==> src/rtl/uart_tx_fifo.sv <==
// uart_tx_fifo: FIFO-buffered UART transmitter, configurable parity/stop.
// Ports: clk, reset (sync, active-high); tx_data/tx_valid/tx_ready push side;
//   fifo_count queued words; transmitted_bit serial line (idle high);
//   tx_busy frame on line; frame_done 1-cycle pulse after last stop bit.
module uart_tx_fifo #(
  parameter int CLK_FREQUENCY = 100_000_000,
  parameter int BAUD_RATE     = 115200,
  parameter int DATA_BITS     = 8,
  parameter int PARITY        = 0,
  parameter int STOP_BITS     = 1,
  parameter int FIFO_DEPTH    = 16
) (
  input  logic                             clk,
  input  logic                             reset,
  input  logic [DATA_BITS-1:0]             tx_data,
  input  logic                             tx_valid,
  output logic                             tx_ready,
  output logic [$clog2(FIFO_DEPTH+1)-1:0]  fifo_count,
  output logic                             transmitted_bit,
  output logic                             tx_busy,
  output logic                             frame_done
);
  localparam int D  = CLK_FREQUENCY / BAUD_RATE;
  localparam int CW = $clog2(2 * D);
  localparam int AW = $clog2(FIFO_DEPTH);
  localparam int NW = $clog2(FIFO_DEPTH + 1);
  localparam int IW = $clog2(DATA_BITS);
  localparam logic [CW-1:0] BIT_LAST  = CW'(D - 1);
  localparam logic [CW-1:0] STOP_LAST = CW'(STOP_BITS * D - 1);
  localparam logic [IW-1:0] IDX_LAST  = IW'(DATA_BITS - 1);

  if (D < 2) begin : g_chk_d
    $fatal(1, "baud divider must be at least 2");
  end
  if (PARITY < 0 || PARITY > 2) begin : g_chk_par
    $fatal(1, "PARITY must be 0, 1 or 2");
  end
  if (STOP_BITS != 1 && STOP_BITS != 2) begin : g_chk_stop
    $fatal(1, "STOP_BITS must be 1 or 2");
  end
  if (DATA_BITS < 5 || DATA_BITS > 9) begin : g_chk_db
    $fatal(1, "DATA_BITS must be 5..9");
  end
  if (FIFO_DEPTH < 2 || (FIFO_DEPTH & (FIFO_DEPTH - 1)) != 0) begin : g_chk_fd
    $fatal(1, "FIFO_DEPTH must be a power of two >= 2");
  end

  typedef enum logic [2:0] {
    ST_IDLE, ST_START, ST_DATA, ST_PARITY, ST_STOP
  } state_t;

  state_t                 state, state_n;
  logic [CW-1:0]          cnt, cnt_n;
  logic [IW-1:0]          idx, idx_n;
  logic [DATA_BITS-1:0]   shreg, shreg_n;
  logic                   par, par_n;
  logic                   line_n, done_n, pop, push, bit_end;
  logic [AW-1:0]          wr_ptr, rd_ptr;
  logic [DATA_BITS-1:0]   mem [FIFO_DEPTH];
  logic [DATA_BITS-1:0]   head;

  assign tx_ready = (fifo_count < NW'(FIFO_DEPTH));
  assign push     = tx_valid & tx_ready;
  assign head     = mem[rd_ptr];
  assign bit_end  = (cnt == BIT_LAST);

  always_comb begin
    state_n = state;
    cnt_n   = cnt;
    idx_n   = idx;
    pop     = 1'b0;
    done_n  = 1'b0;
    unique case (state)
      ST_IDLE: begin
        cnt_n = '0;
        if (fifo_count != '0) begin
          pop     = 1'b1;
          state_n = ST_START;
        end
      end
      ST_START: begin
        cnt_n = cnt + CW'(1);
        if (bit_end) begin
          cnt_n   = '0;
          idx_n   = '0;
          state_n = ST_DATA;
        end
      end
      ST_DATA: begin
        cnt_n = cnt + CW'(1);
        if (bit_end) begin
          cnt_n = '0;
          if (idx == IDX_LAST) begin
            state_n = (PARITY != 0) ? ST_PARITY : ST_STOP;
          end else begin
            idx_n = idx + IW'(1);
          end
        end
      end
      ST_PARITY: begin
        cnt_n = cnt + CW'(1);
        if (bit_end) begin
          cnt_n   = '0;
          state_n = ST_STOP;
        end
      end
      ST_STOP: begin
        cnt_n = cnt + CW'(1);
        if (cnt == STOP_LAST) begin
          cnt_n  = '0;
          done_n = 1'b1;
          // Chain straight into the next start bit when work is queued.
          if (fifo_count != '0) begin
            pop     = 1'b1;
            state_n = ST_START;
          end else begin
            state_n = ST_IDLE;
          end
        end
      end
      default: begin
        state_n = ST_IDLE;
        cnt_n   = '0;
      end
    endcase
  end

  // Parity is latched with the word so the line bit is a plain register read.
  always_comb begin
    shreg_n = pop ? head : shreg;
    par_n   = pop ? ((^head) ^ (PARITY == 2)) : par;
    line_n  = 1'b1;
    unique case (state_n)
      ST_START:  line_n = 1'b0;
      ST_DATA:   line_n = shreg_n[idx_n];
      ST_PARITY: line_n = par_n;
      default:   line_n = 1'b1;
    endcase
  end

  always_ff @(posedge clk) begin
    if (push) begin
      mem[wr_ptr] <= tx_data;
    end
  end

  always_ff @(posedge clk) begin
    if (reset) begin
      state           <= ST_IDLE;
      cnt             <= '0;
      idx             <= '0;
      shreg           <= '0;
      par             <= 1'b0;
      wr_ptr          <= '0;
      rd_ptr          <= '0;
      fifo_count      <= '0;
      transmitted_bit <= 1'b1;
      tx_busy         <= 1'b0;
      frame_done      <= 1'b0;
    end else begin
      state           <= state_n;
      cnt             <= cnt_n;
      idx             <= idx_n;
      shreg           <= shreg_n;
      par             <= par_n;
      transmitted_bit <= line_n;
      tx_busy         <= (state_n != ST_IDLE);
      frame_done      <= done_n;
      if (push) begin
        wr_ptr <= wr_ptr + AW'(1);
      end
      if (pop) begin
        rd_ptr <= rd_ptr + AW'(1);
      end
      unique case ({push, pop})
        2'b10:   fifo_count <= fifo_count + NW'(1);
        2'b01:   fifo_count <= fifo_count - NW'(1);
        default: fifo_count <= fifo_count;
      endcase
    end
  end
endmodule
==> config.mk <==
export PLATFORM = sky130hd
export DESIGN_NAME = uart_tx_fifo
export DESIGN_NICKNAME = d
export VERILOG_FILES = /design/src/rtl/uart_tx_fifo.sv
export SDC_FILE = /design/constraint.sdc
export NUM_CORES = 1
export LEC_CHECK = 0
export CORE_MARGIN = 3
export CORE_UTILIZATION = 55
export CTS_CLUSTER_SIZE = 10
export DETAILED_ROUTE_END_ITERATION = 10
export PLACE_DENSITY_LB_ADDON = 0.08
export SYNTH_ARGS = -nofsm -noshare
export SYNTH_HDL_FRONTEND = slang
export SYNTH_SLANG_ARGS = --single-unit
==> constraint.sdc <==
create_clock -name clk -period 3.73 [get_ports clk]
set_clock_uncertainty 0.1 [all_clocks]
set_input_delay 0.746 -clock clk [delete_from_list [all_inputs] [get_ports clk]]
set_output_delay 0.746 -clock clk [all_outputs]
set_load 0.005 [all_outputs]
Word level (Yosys, flattened, before mapping) --
Memory sizes are Yosys's and may differ from the RTL's. A register that Yosys moved wholly into a read port is not among the register bits. Index checks and enable logic that the tools add are counted.
Cells by class: $add $sub $neg 6, $lt $le $gt $ge 2, equal/unequal tests 11, muxes and demuxes 26, bitwise logic cells 3, reduce and logical (&&, ||, !) cells 8
Operators by type and width (count):
- $mux W3 | 9
- $pmux W3 S5 | 1
- $eq A3 B2 Y1 const B | 4
- $add A11 B1 Y11 const B | 1
- $eq A11 B10 Y1 const B | 1
- $pmux W5 S2 | 1
- $add A4 B1 Y4 const B | 2
- $mux W1 | 8
- $mux W4 | 2
- $mux W8 | 1
- $reduce_xor A8 Y1 | 1
- $eq A3 B1 Y1 const B | 2
- $eq A3 B3 Y1 const B | 2
- $pmux W3 S2 | 1
- $add A5 B1 Y5 const B | 1
- $lt A5 B5 Y1 const B | 1
- $reduce_bool A5 Y1 | 1
- $sub A5 B1 Y5 const B | 1
- $lt A3 B4 Y1 const B | 1
- $reduce_or A4 Y1 | 1
- $add A3 B1 Y3 const B | 1
- $bmux W1 S3 | 1
- $logic_not A3 Y1 | 1
- $pmux W1 S3 | 1
- other kinds (9) | 10
Word-level totals: bits in registers 42, bits in writable memories 128, output and inout port bits 9, memories 1
Memory list:
- mem | words 16, width 8, read ports 1, clocked after Yosys merged registers in 1, wr ports 1, line 59 | logic [DATA_BITS-1:0] mem [FIFO_DEPTH];

Depth between registers and ports, before layout --
depth after elaboration 8, gate-level depth with buffers 17, depth with buffers taken out 14

Worst setup path before layout --
Ideal clock, no wire load.
kind register -> register, from reg cnt[2], to reg fifo_count[4], library setup time 0.070 ns, data arrival time 3.414 ns, required time 3.560 ns, slack 0.145 ns, cell stages (with the launch flop) 17, path buffers 3, cells stage by stage dfxtp_1 > or4_4 > or3_4 > a21o_1 > buf_6 > clkinv_4 > buf_6 > ha_1 > clkbuf_1 > xor2_1 > ha_1 > o21ai_0 > a21oi_1 > a21oi_1 > xor2_1 > or3_1 > a21oi_1
Between the ends: cells in the longest elaborated chain, start to end 5, elaborated cells between the ends (all ways) 7, those cells by class eq/ne: 3; mux: 3; reduce/logical: 1
RTL lines:
- start: declaration | line 53 | logic [CW-1:0] cnt, cnt_n;
- start signal: assignment | line 162 | cnt <= cnt_n;
- $eq A11 B10 Y1 * | line 109 | if (cnt == STOP_LAST) begin
- $mux W1 * | line 109
- $pmux W1 S2 * | line 73 | unique case (state)
- $eq A2 B1 Y1 / $eq A2 B2 Y1 (equally long branches) | line 175 | unique case ({push, pop})
- $pmux W5 S2 / $reduce_bool A2 Y1 (equally long branches)
- end signal: assignment | line 176 | 2'b10: fifo_count <= fifo_count + NW'(1);
- end signal: assignment | line 177 | 2'b01: fifo_count <= fifo_count - NW'(1);
- end signal: assignment | line 178 | default: fifo_count <= fifo_count;
- end: declaration | line 18 | output logic [$clog2(FIFO_DEPTH+1)-1:0] fifo_count,
Every way passes the cells marked *; elsewhere a longest branch is shown, timed or not. A chain may end at the register's enable or synchronous reset.

Final worst setup path --
Ends and elaborated chain as after synthesis.

==> flow_summary.json <==
{
  "status": "completed",
  "min_period_ps": 3416,
  "synth_area_leader_cell": "edfxtp_1",
  "setup_violations": 0,
  "die_y_um": 119.7,
  "grt_pass1_wl_um": 21570,
  "antenna_found_initial": 0,
  "ys.flop_type": "edfxtp_1",
  "vias": 3870,
  "r2r_start": "cnt[2]",
  "clock_latency_ps": 430,
  "cts_tree": "done",
  "synth_edf_count": 128,
  "clockBufferDepth": 2,
  "boundaryPins": 20,
  "vias_per_cell": 5.742,
  "h-tree-depth": 4,
  "synth_most_common_cell": "edfxtp_1",
  "overflow": 0,
  "wirelength_um": 13460,
  "synth.avg_cell_area_um2": 15.13,
  "yosysUniqueCellTypes": 46,
  "worst_pin_slew_ps": 884.2,
  "clkSinkCount": 174,
  "initial_core_util": 0.5775,
  "dr.pass1.iters": 4,
  "synth_fp_nets": 492,
  "port-buffer-count": 19,
  "crit_path_end_kind": "flop",
  "hold_start": "cnt[0]",
  "r2r-end": "fifo_count[4]",
  "rsz0062_at_grt": "false",
  "clkTransAtPathRegs_ps": 60,
  "rr_worst_depth": 13,
  "post-dp-hpwl_um": 8779,
  "hp-class": "reg -> reg",
  "arrival_ps": 3670,
  "syn_area_mm2": 0.007111,
  "yosysSeqAreaShare": 0.6701,
  "crit_path_start_kind": "flop",
  "crit_type": "reg -> reg",
  "yosysWarnings": 0,
  "maxCapViolations": 0,
  "finalSetupTns_ps": 0,
  "final-max-slew-violation-count": 0,
  "rows": 40,
  "area_growth_pct": 12.97,
  "fmax_mhz": 292.7,
  "cts_made_buffers": 17,
  "grt_start_max_net_pins": 28,
  "synthArstFlopShare": 0,
  "finalCritPeriodShare": 0.9159,
  "final-hold-violation-count": 0,
  "layout.nets": 515,
  "drc": 0,
  "place_ws_ps": 246.4,
  "leakagePower_nw": 2.675,
  "ant_nets": 0,
  "layout-drive-gt1-share": 0.1522,
  "die-area_mm2": 0.01433,
  "ff2ff_setup_slack_ps": 310,
  "wl_per_cell_um": 19.96,
  "antennaDiodeCount": 0,
  "coreArea_mm2": 0.01231,
  "hold_depth": 1,
  "cp.required_ps": 3980,
  "grt.total_usage": 0.2026,
  "power_density_mw_per_mm2": 672.6,
  "die_w_um": 119.7,
  "drt_iter0_markers": 343,
  "cts_setup_buffers": 0,
  "cts_root_buf": "clkbuf_16",
  "maxSlewHeadroom": 0.4093,
  "routabilityCongestion": 0.7982,
  "min_to": "cnt[0]",
  "peakVddDrop_uv": 499.4,
  "ys_seq_elements": 174,
  "synth_common_cells": "128 x edfxtp_1, 46 x dfxtp_1, 46 x nor2_1",
  "synth.area.top_cells": "edfxtp_1 54%, dfxtp_1 13%, mux4_2 10%, nor2_1 2.4%, xor2_1 2.2%",
  "crit_fanout": 13,
  "finalWorstSetupSlack_ps": 313.8,
  "grt_pass1_vias": 3832,
  "yosysTopAreaCellShare": 0.5406,
  "netlist_instances": 470
}
cell families after synthesis:
kind of cell             after synthesis  share of synthesized area
AND/OR/NAND/NOR                      132                    0.09150
buffers and inverters                 31                    0.01988
XOR/XNOR                              27                    0.03326
flip-flops                           174                     0.6701
adder cells (fa/ha/maj)               11                    0.01936
multiplexers                          39                     0.1112
AO/OA/AOI/OAI                         56                    0.05472
metrics by stage:
step	total power [mW]	hold slack (ps)	cells	area [µm²]	util
4_1_cts	5.438	392.9	674	8025	0.6518
6_report	5.403	385.6	674	8033	0.6524
3_5_place_dp	3.801	379.1	642	7475	0.6071
5_1_grt	5.672	419.7	674	8033	0.6524
3_3_place_gp	3.768	349.2	642	7475	0.6071
2_1_floorplan	3.450	330.2	470	7111	-
report_power, final:
part	switching, mW	total [mW]	leakage (nW)	internal, mW
clock	0.723	1.64	0.264	0.921
combinational	0.712	1.40	0.880	0.688
sequential	0.136	2.36	1.53	2.22
total	1.57	5.40	2.68	3.83
cell usage in the layout, fill, tap and decap left out, types with 3 or more instances in the layout:
cell type | netlist | routed
mux4_2 | 32 | 32
a22oi_1 | 11 | 11
a31oi_1 | 3 | 3
clkbuf_16 | 0 | 17
nor3_1 | 4 | 4
clkdlybuf4s50_1 | 0 | 19
xnor2_1 | 9 | 9
and2_1 | 19 | 19
and3_1 | 4 | 4
edfxtp_1 | 128 | 128
a22o_1 | 5 | 5
clkinv_4 | 1 | 5
or3_1 | 5 | 5
buf_4 | 0 | 6
nand2_1 | 28 | 28
inv_1 | 8 | 8
mux2i_1 | 7 | 7
nor2b_1 | 4 | 4
nand3_1 | 8 | 8
nand4_1 | 4 | 4
xor2_1 | 18 | 18
o21ai_0 | 3 | 3
nor2_1 | 46 | 46
a21oi_1 | 16 | 16
ha_1 | 11 | 11
dfxtp_1 | 46 | 45
how the worst max path moves through the flow:
stage | start | end | slack [ps] | depth (start not counted)
floorplan | cnt[2] | fifo_count[4] | 150 | 16
global placement | cnt[2] | fifo_count[4] | 320 | 13
detailed placement | cnt[2] | fifo_count[4] | 250 | 13
CTS | cnt[2] | fifo_count[4] | 230 | 13
global route | cnt[2] | fifo_count[4] | 30 | 13
finish | cnt[2] | fifo_count[4] | 310 | 13
critical path, stage by stage (launching register included):
cell and delay [ps]:
dfxtp_1 350, or4_4 550, or3_4 480, a21o_4 280, clkinv_4 120, ha_1 190, xor2_1 150, ha_1 210
o21ai_0 90, a21oi_1 150, a21oi_1 90, xor2_1 150, or3_1 310, a21oi_1 140
metal layers:
layer  vias to the layer above  GRT usage  part of all wire
met5                         -          0                 0
met4                         0    0.06084             0.012
met3                        13    0.05278             0.040
met2                        91     0.3224              0.50
met1                      1930     0.2782              0.45
li1                       1836          -                 -
state kept, by name, indices dropped and copies added (netlist names), named ones only:
signal / cells
rd_ptr: 4
wr_ptr: 4
par: 1
state: 3
tx_busy: 1
mem: 128
transmitted_bit: 1
idx: 3
fifo_count: 5
frame_done: 1
cnt: 11
shreg: 8
cell type report:
type | count | area [µm²]
sequential | 174 | 4766
multi-input combinational | 265 | 2212
fill | 881 | 4279
timing repair buffer | 26 | 255.2
tap | 168 | 210.2
inverter | 9 | 38.79
clock inverter | 13 | 117.6
clock buffer | 19 | 432.9
what timing repair did:
item                                    in CTS  in global routing
endpoints found under the setup margin       0                  1
gates resized for setup                      0                  2
hold buffers                                 0                  0
No activity file was read; power rests on OpenSTA's default activity.
==> RTL change 1: new RTL, same flow settings <==
`shreg` no longer has a reset.
--- a/src/rtl/uart_tx_fifo.sv
+++ b/src/rtl/uart_tx_fifo.sv
@@ -150,5 +150,4 @@
       cnt             <= '0;
       idx             <= '0;
-      shreg           <= '0;
       par             <= 1'b0;
       wr_ptr          <= '0;
@@ -162,5 +161,4 @@
       cnt             <= cnt_n;
       idx             <= idx_n;
-      shreg           <= shreg_n;
       par             <= par_n;
       transmitted_bit <= line_n;
@@ -180,3 +178,7 @@
     end
   end
+
+  always_ff @(posedge clk) begin
+    shreg <= shreg_n;
+  end
 endmodule
Behaviour: same outputs for any inputs over 10 cycles, from zero or initial values and one cycle with reset high; that may be too few to reach the edited logic, so the function may still have changed.
==> RTL change 1 against the unedited design <==
- die area is 0.43% lower
- synthesized cell count is 0.85% lower
- clock power is 5% higher
- worst setup slack better by 0.056 ns
- utilization hardly changed
- wire length is 2.0% lower
- total power is 1.6% higher
- fmax is 1.7% higher
- synthesized area is 0.46% lower
- sequential cell count stayed put
- cell area hardly changed
- critical path type unchanged
- largest power group unchanged
==> RTL change 1: results (changes against the unedited design) <==
outcome finished clean (unchanged); first-pass GRT wire length 21300 µm (was 21600 µm); H-tree levels 4 (unchanged); setup slack, reg-to-reg 0.37 ns (was 0.31 ns); Syn Area/Cell 15.2 µm² (was 15.1 µm²); fin nets 511 (was 515); RePlAce Congestion 0.846 (was 0.798); vias in the first global route 3881 (was 3832); CP startpoint cnt[3] (was cnt[2]); YS warnings 0 (unchanged); first drt pass iteration count 5 (was 4); drt via density 5.77 (was 5.74); Slew headroom 48.8% (was 40.9%); Hold Crit Endpoint shreg[0] (was cnt[0]); DP HPWL 8560 µm (was 8780 µm); WL/cell 19.7 µm (was 20.0 µm); dpl ws 0.435 ns (was 0.246 ns); initial antenna violation count 0 (unchanged); WHS 0.355 ns (was 0.386 ns); commonest cells in the netlist edfxtp_1, dfxtp_1, nor2_1 (unchanged); ANT nets after route 0 (unchanged); Worst Hold Depth 2 (was 1); clk buf depth 2 (unchanged); Largest stage delay, worst path 0.56 ns; share of layout cells above drive strength 1 14.9% (was 15.2%); ys async rst share 0% (unchanged); CTS Root Cell clkbuf_16 (unchanged); final WL 13200 µm (was 13500 µm); Port Buffers 19 (unchanged); GRT Total Usage 20.1% (was 20.3%); largest fanout on the critical path 7 (was 13); Hold Crit Class flip-flop to flip-flop (unchanged); Placed Cells 638 (was 642); Yosys cell types 44 (was 46); worst-skew pair later-pin latency 0.43 ns (about the same); Pint 3970 µW (was 3830 µW); placed cell areas 0.00745 mm² (was 0.00747 mm²); leakage power 0.00264 µW (was 0.00268 µW); DR iter-0 viols 331 (was 343); Max VDD drop 0.418 mV (was 0.499 mV); register area share after synthesis 67.3% (was 67.0%); syn_nets 488 (was 492); r2r worst-path depth 13 (unchanged); hold wc startpoint shreg[0] (was cnt[0]); largest delay contributor family on the critical path simple AND/OR/NAND/NOR gates (unchanged); largest net degree at the start of global routing 33 (was 28); most area-consuming cells after synthesis edfxtp_1, dfxtp_1, mux4_2 (unchanged)
## RTL change 1: cell types whose count changed in the layout (fill, tap and decap cells not counted), moves of 4 or more
cell     unedited run  this run
nor2_1             46        33
mux2_2              0         4
xor2_1             18        14
nor3_1              4         8
a22oi_1            11        18
a22o_1              5         1
o21ai_0             3        10
xnor2_1             9        13
inv_1               8        12
## RTL change 1: kinds of logic after synthesis
logic type	count (synthesis)	share of synthesized area, %
xor gates and xnor gates	27	3.34
AOI/OAI and AO/OA	60	5.67
buffers and inverters	33	1.84
DFF	174	67.3
and+or+nand+nor	121	8.50
muxes	40	11.4
adders and majority gates	11	1.94
## RTL change 1: how the worst max path moves through the flow
stage / end / slack, ns / cells after the start
2_1_floorplan: fifo_count[4] / 0.33 / 15
3_3_place_gp: fifo_count[4] / 0.47 / 13
3_5_place_dp: fifo_count[4] / 0.44 / 12
4_1_cts: fifo_count[4] / 0.41 / 13
5_1_grt: fifo_count[4] / 0.09 / 13
6_report: fifo_count[4] / 0.37 / 13
## RTL change 1: power groups by stage
stage	clock (µW)	combinational [µW]	sequential, µW
floorplan	0	1090	2340
global placement	0	1430	2360
detailed placement	0	1450	2370
CTS	1760	1450	2330
global route	1840	1590	2350
finish	1730	1430	2330
## RTL change 1: routing by layer
layer / GRT usage, % / vias up / routed length (µm) / part of all wire, %
li1: - / 1810 / - / -
met1: 28.5 / 1942 / 6010 / 46
met2: 30.3 / 96 / 6420 / 49
met3: 6.03 / 15 / 613 / 4.6
met4: 6.08 / 0 / 155 / 1.2
met5: 0 / - / 0 / 0
## RTL change 1: area by class of cell
class	count	area [µm²]
well taps	168	210
flip-flops and latches	174	4770
repair buffers	24	240
inverters	13	48.8
clock buffers	18	429
multi-input cells	259	2180
clock inverters	14	150
fillers	908	4280
==> RTL change 2: new RTL, config.mk and constraints unchanged <==
Made on the original files. The parameter `PARITY` goes from 0 to 1.
--- a/src/rtl/uart_tx_fifo.sv
+++ b/src/rtl/uart_tx_fifo.sv
@@ -7,5 +7,5 @@
   parameter int BAUD_RATE     = 115200,
   parameter int DATA_BITS     = 8,
-  parameter int PARITY        = 0,
+  parameter int PARITY        = 1,
   parameter int STOP_BITS     = 1,
   parameter int FIFO_DEPTH    = 16
Function: no difference found for any inputs over 10 cycles, from zero or initial values and one cycle with reset high; that may be too few to reach the edited logic, so the function may still have changed.
==> RTL change 2 against the unedited design <==
- wire length rose by 2.7%
- total power shrank 0.21%
- synthesized cell count increased by 5.1%
- final cell count is 4.5% higher
- sequential cell count stayed put
- fmax down 0.22%
- sequential power about the same
- cell area grew 2.0%
- worst setup slack worse by 0.0074 ns
- synthesized area up 2.1%
- critical path depth stayed put
- largest cell class unchanged
==> RTL change 2: results (changes against the unedited design) <==
largest fanout on the critical path 9 (was 13); Syn Inst Count 494 (was 470); ys async rst share 0% (unchanged); largest delay contributor family on the critical path simple AND/OR/NAND/NOR gates (unchanged); placed cell areas 0.00763 mm² (was 0.00747 mm²); commonest cells in the netlist edfxtp_1, dfxtp_1, nor2_1 (unchanged); outcome finished clean (unchanged); CTS buffer count 17 (unchanged); post-synthesis mux area share 12.9% (was 11.1%); vias in the first global route 4163 (was 3832); syn_nets 516 (was 492); Non-Filler Instances 704 (was 674); Slew headroom 51.2% (was 40.9%); dpl ws 0.324 ns (was 0.246 ns); Max VDD drop 0.582 mV (was 0.499 mV); hold wc startpoint par (was cnt[0]); register area share after synthesis 65.7% (was 67.0%); largest net degree at the start of global routing 26 (was 28); vias 4044 (was 3870); Post-synth EDFFs 128 (unchanged); first-pass GRT wire length 22400 µm (was 21600 µm); YS warnings 0 (unchanged); CP startpoint cnt[3] (was cnt[2]); RePlAce Congestion 0.863 (was 0.798); Placed Cells 672 (was 642); pwr/cell area 658 mW/mm² (was 673 mW/mm²); Clock Pin Slew Worst Setup and Hold Paths 0.07 ns; leakage power 0.00270 µW (was 0.00268 µW); final WL 13800 µm (was 13500 µm); Port Buffers 19 (unchanged); DP HPWL 8890 µm (was 8780 µm); worst-skew pair later-pin latency 0.42 ns; DR iter-0 viols 325 (was 343); arrival time worst endpoint 3.67 ns (about the same); largest registers mem (128), cnt (11), shreg (8) (unchanged); ant diodes 0 (unchanged); post_cts resized 0 (unchanged); initial antenna violation count 0 (unchanged); most area-consuming cells after synthesis edfxtp_1, dfxtp_1, mux4_2 (unchanged); first drt pass iteration count 5 (was 4); H-tree levels 4 (unchanged); clk buf depth 2 (unchanged); fin nets 541 (was 515); share of layout cells above drive strength 1 13.9% (was 15.2%); post-synthesis adder-cell area fraction 1.90% (was 1.94%); complex-gate fraction of the synthesized area 4.64% (was 5.47%); GRT Total Usage 20.6% (was 20.3%); Yosys cell types 50 (was 46); Hold Crit Class flip-flop to flip-flop (unchanged); # fillers 908 (was 881); XOR/XNOR Fraction of Synth Area 3.21% (was 3.33%)
-- RTL change 2: cell count changes in the layout (fill, tap and decap cells not counted), moves of 4 or more --
cell / delta
mux2i_1: +21
o21ai_0: +8
a22oi_1: -6
nand3_1: +6
a22o_1: -5
buf_4: +4
mux4_2: -4
nor2b_1: +4
nor3_1: +4
-- RTL change 2: area by class of cell --
type	count	area, µm²	share of cell area [%]
Sequential cell	174	4770	58.2
Timing Repair Buffer	29	265	3.24
Clock buffer	19	433	5.28
Tap cell	172	215	2.63
Clock inverter	13	131	1.60
Inverter	10	42.5	0.519
Multi-Input combinational cell	287	2340	28.6
-- RTL change 2: worst min-delay path: cells and delay by family, from the launching register on --
kind | cells | cell delay (ns)
compound gates | 1 | 0.05
simple gates | 1 | 0.05
flops | 1 | 0.31
-- RTL change 2: final timing paths --
kind	endpoint	slack, ns	cells past startpoint
max	fifo_count[4]	0.31	13
min	transmitted_bit	0.36	2
max reg2reg	fifo_count[4]	0.31	13
min reg2reg	transmitted_bit	0.36	2
-- RTL change 2: per-layer routing --
| layer | up-vias | global-route usage, % | routed length (µm) | share of wire, % |
|---|---|---|---|---|
| li1 | 1915 | - | - | - |
| met1 | 2018 | 27.1 | 6050 | 44 |
| met2 | 101 | 33.7 | 7020 | 51 |
| met3 | 10 | 5.45 | 552 | 4.0 |
| met4 | 0 | 6.23 | 193 | 1.4 |
| met5 | - | 0 | 0 | 0 |
-- RTL change 2: power breakdown --
part	internal [µW]	switching, µW
Combinational	641	711
Sequential	2230	128
Clock	936	746
Total	3810	1580
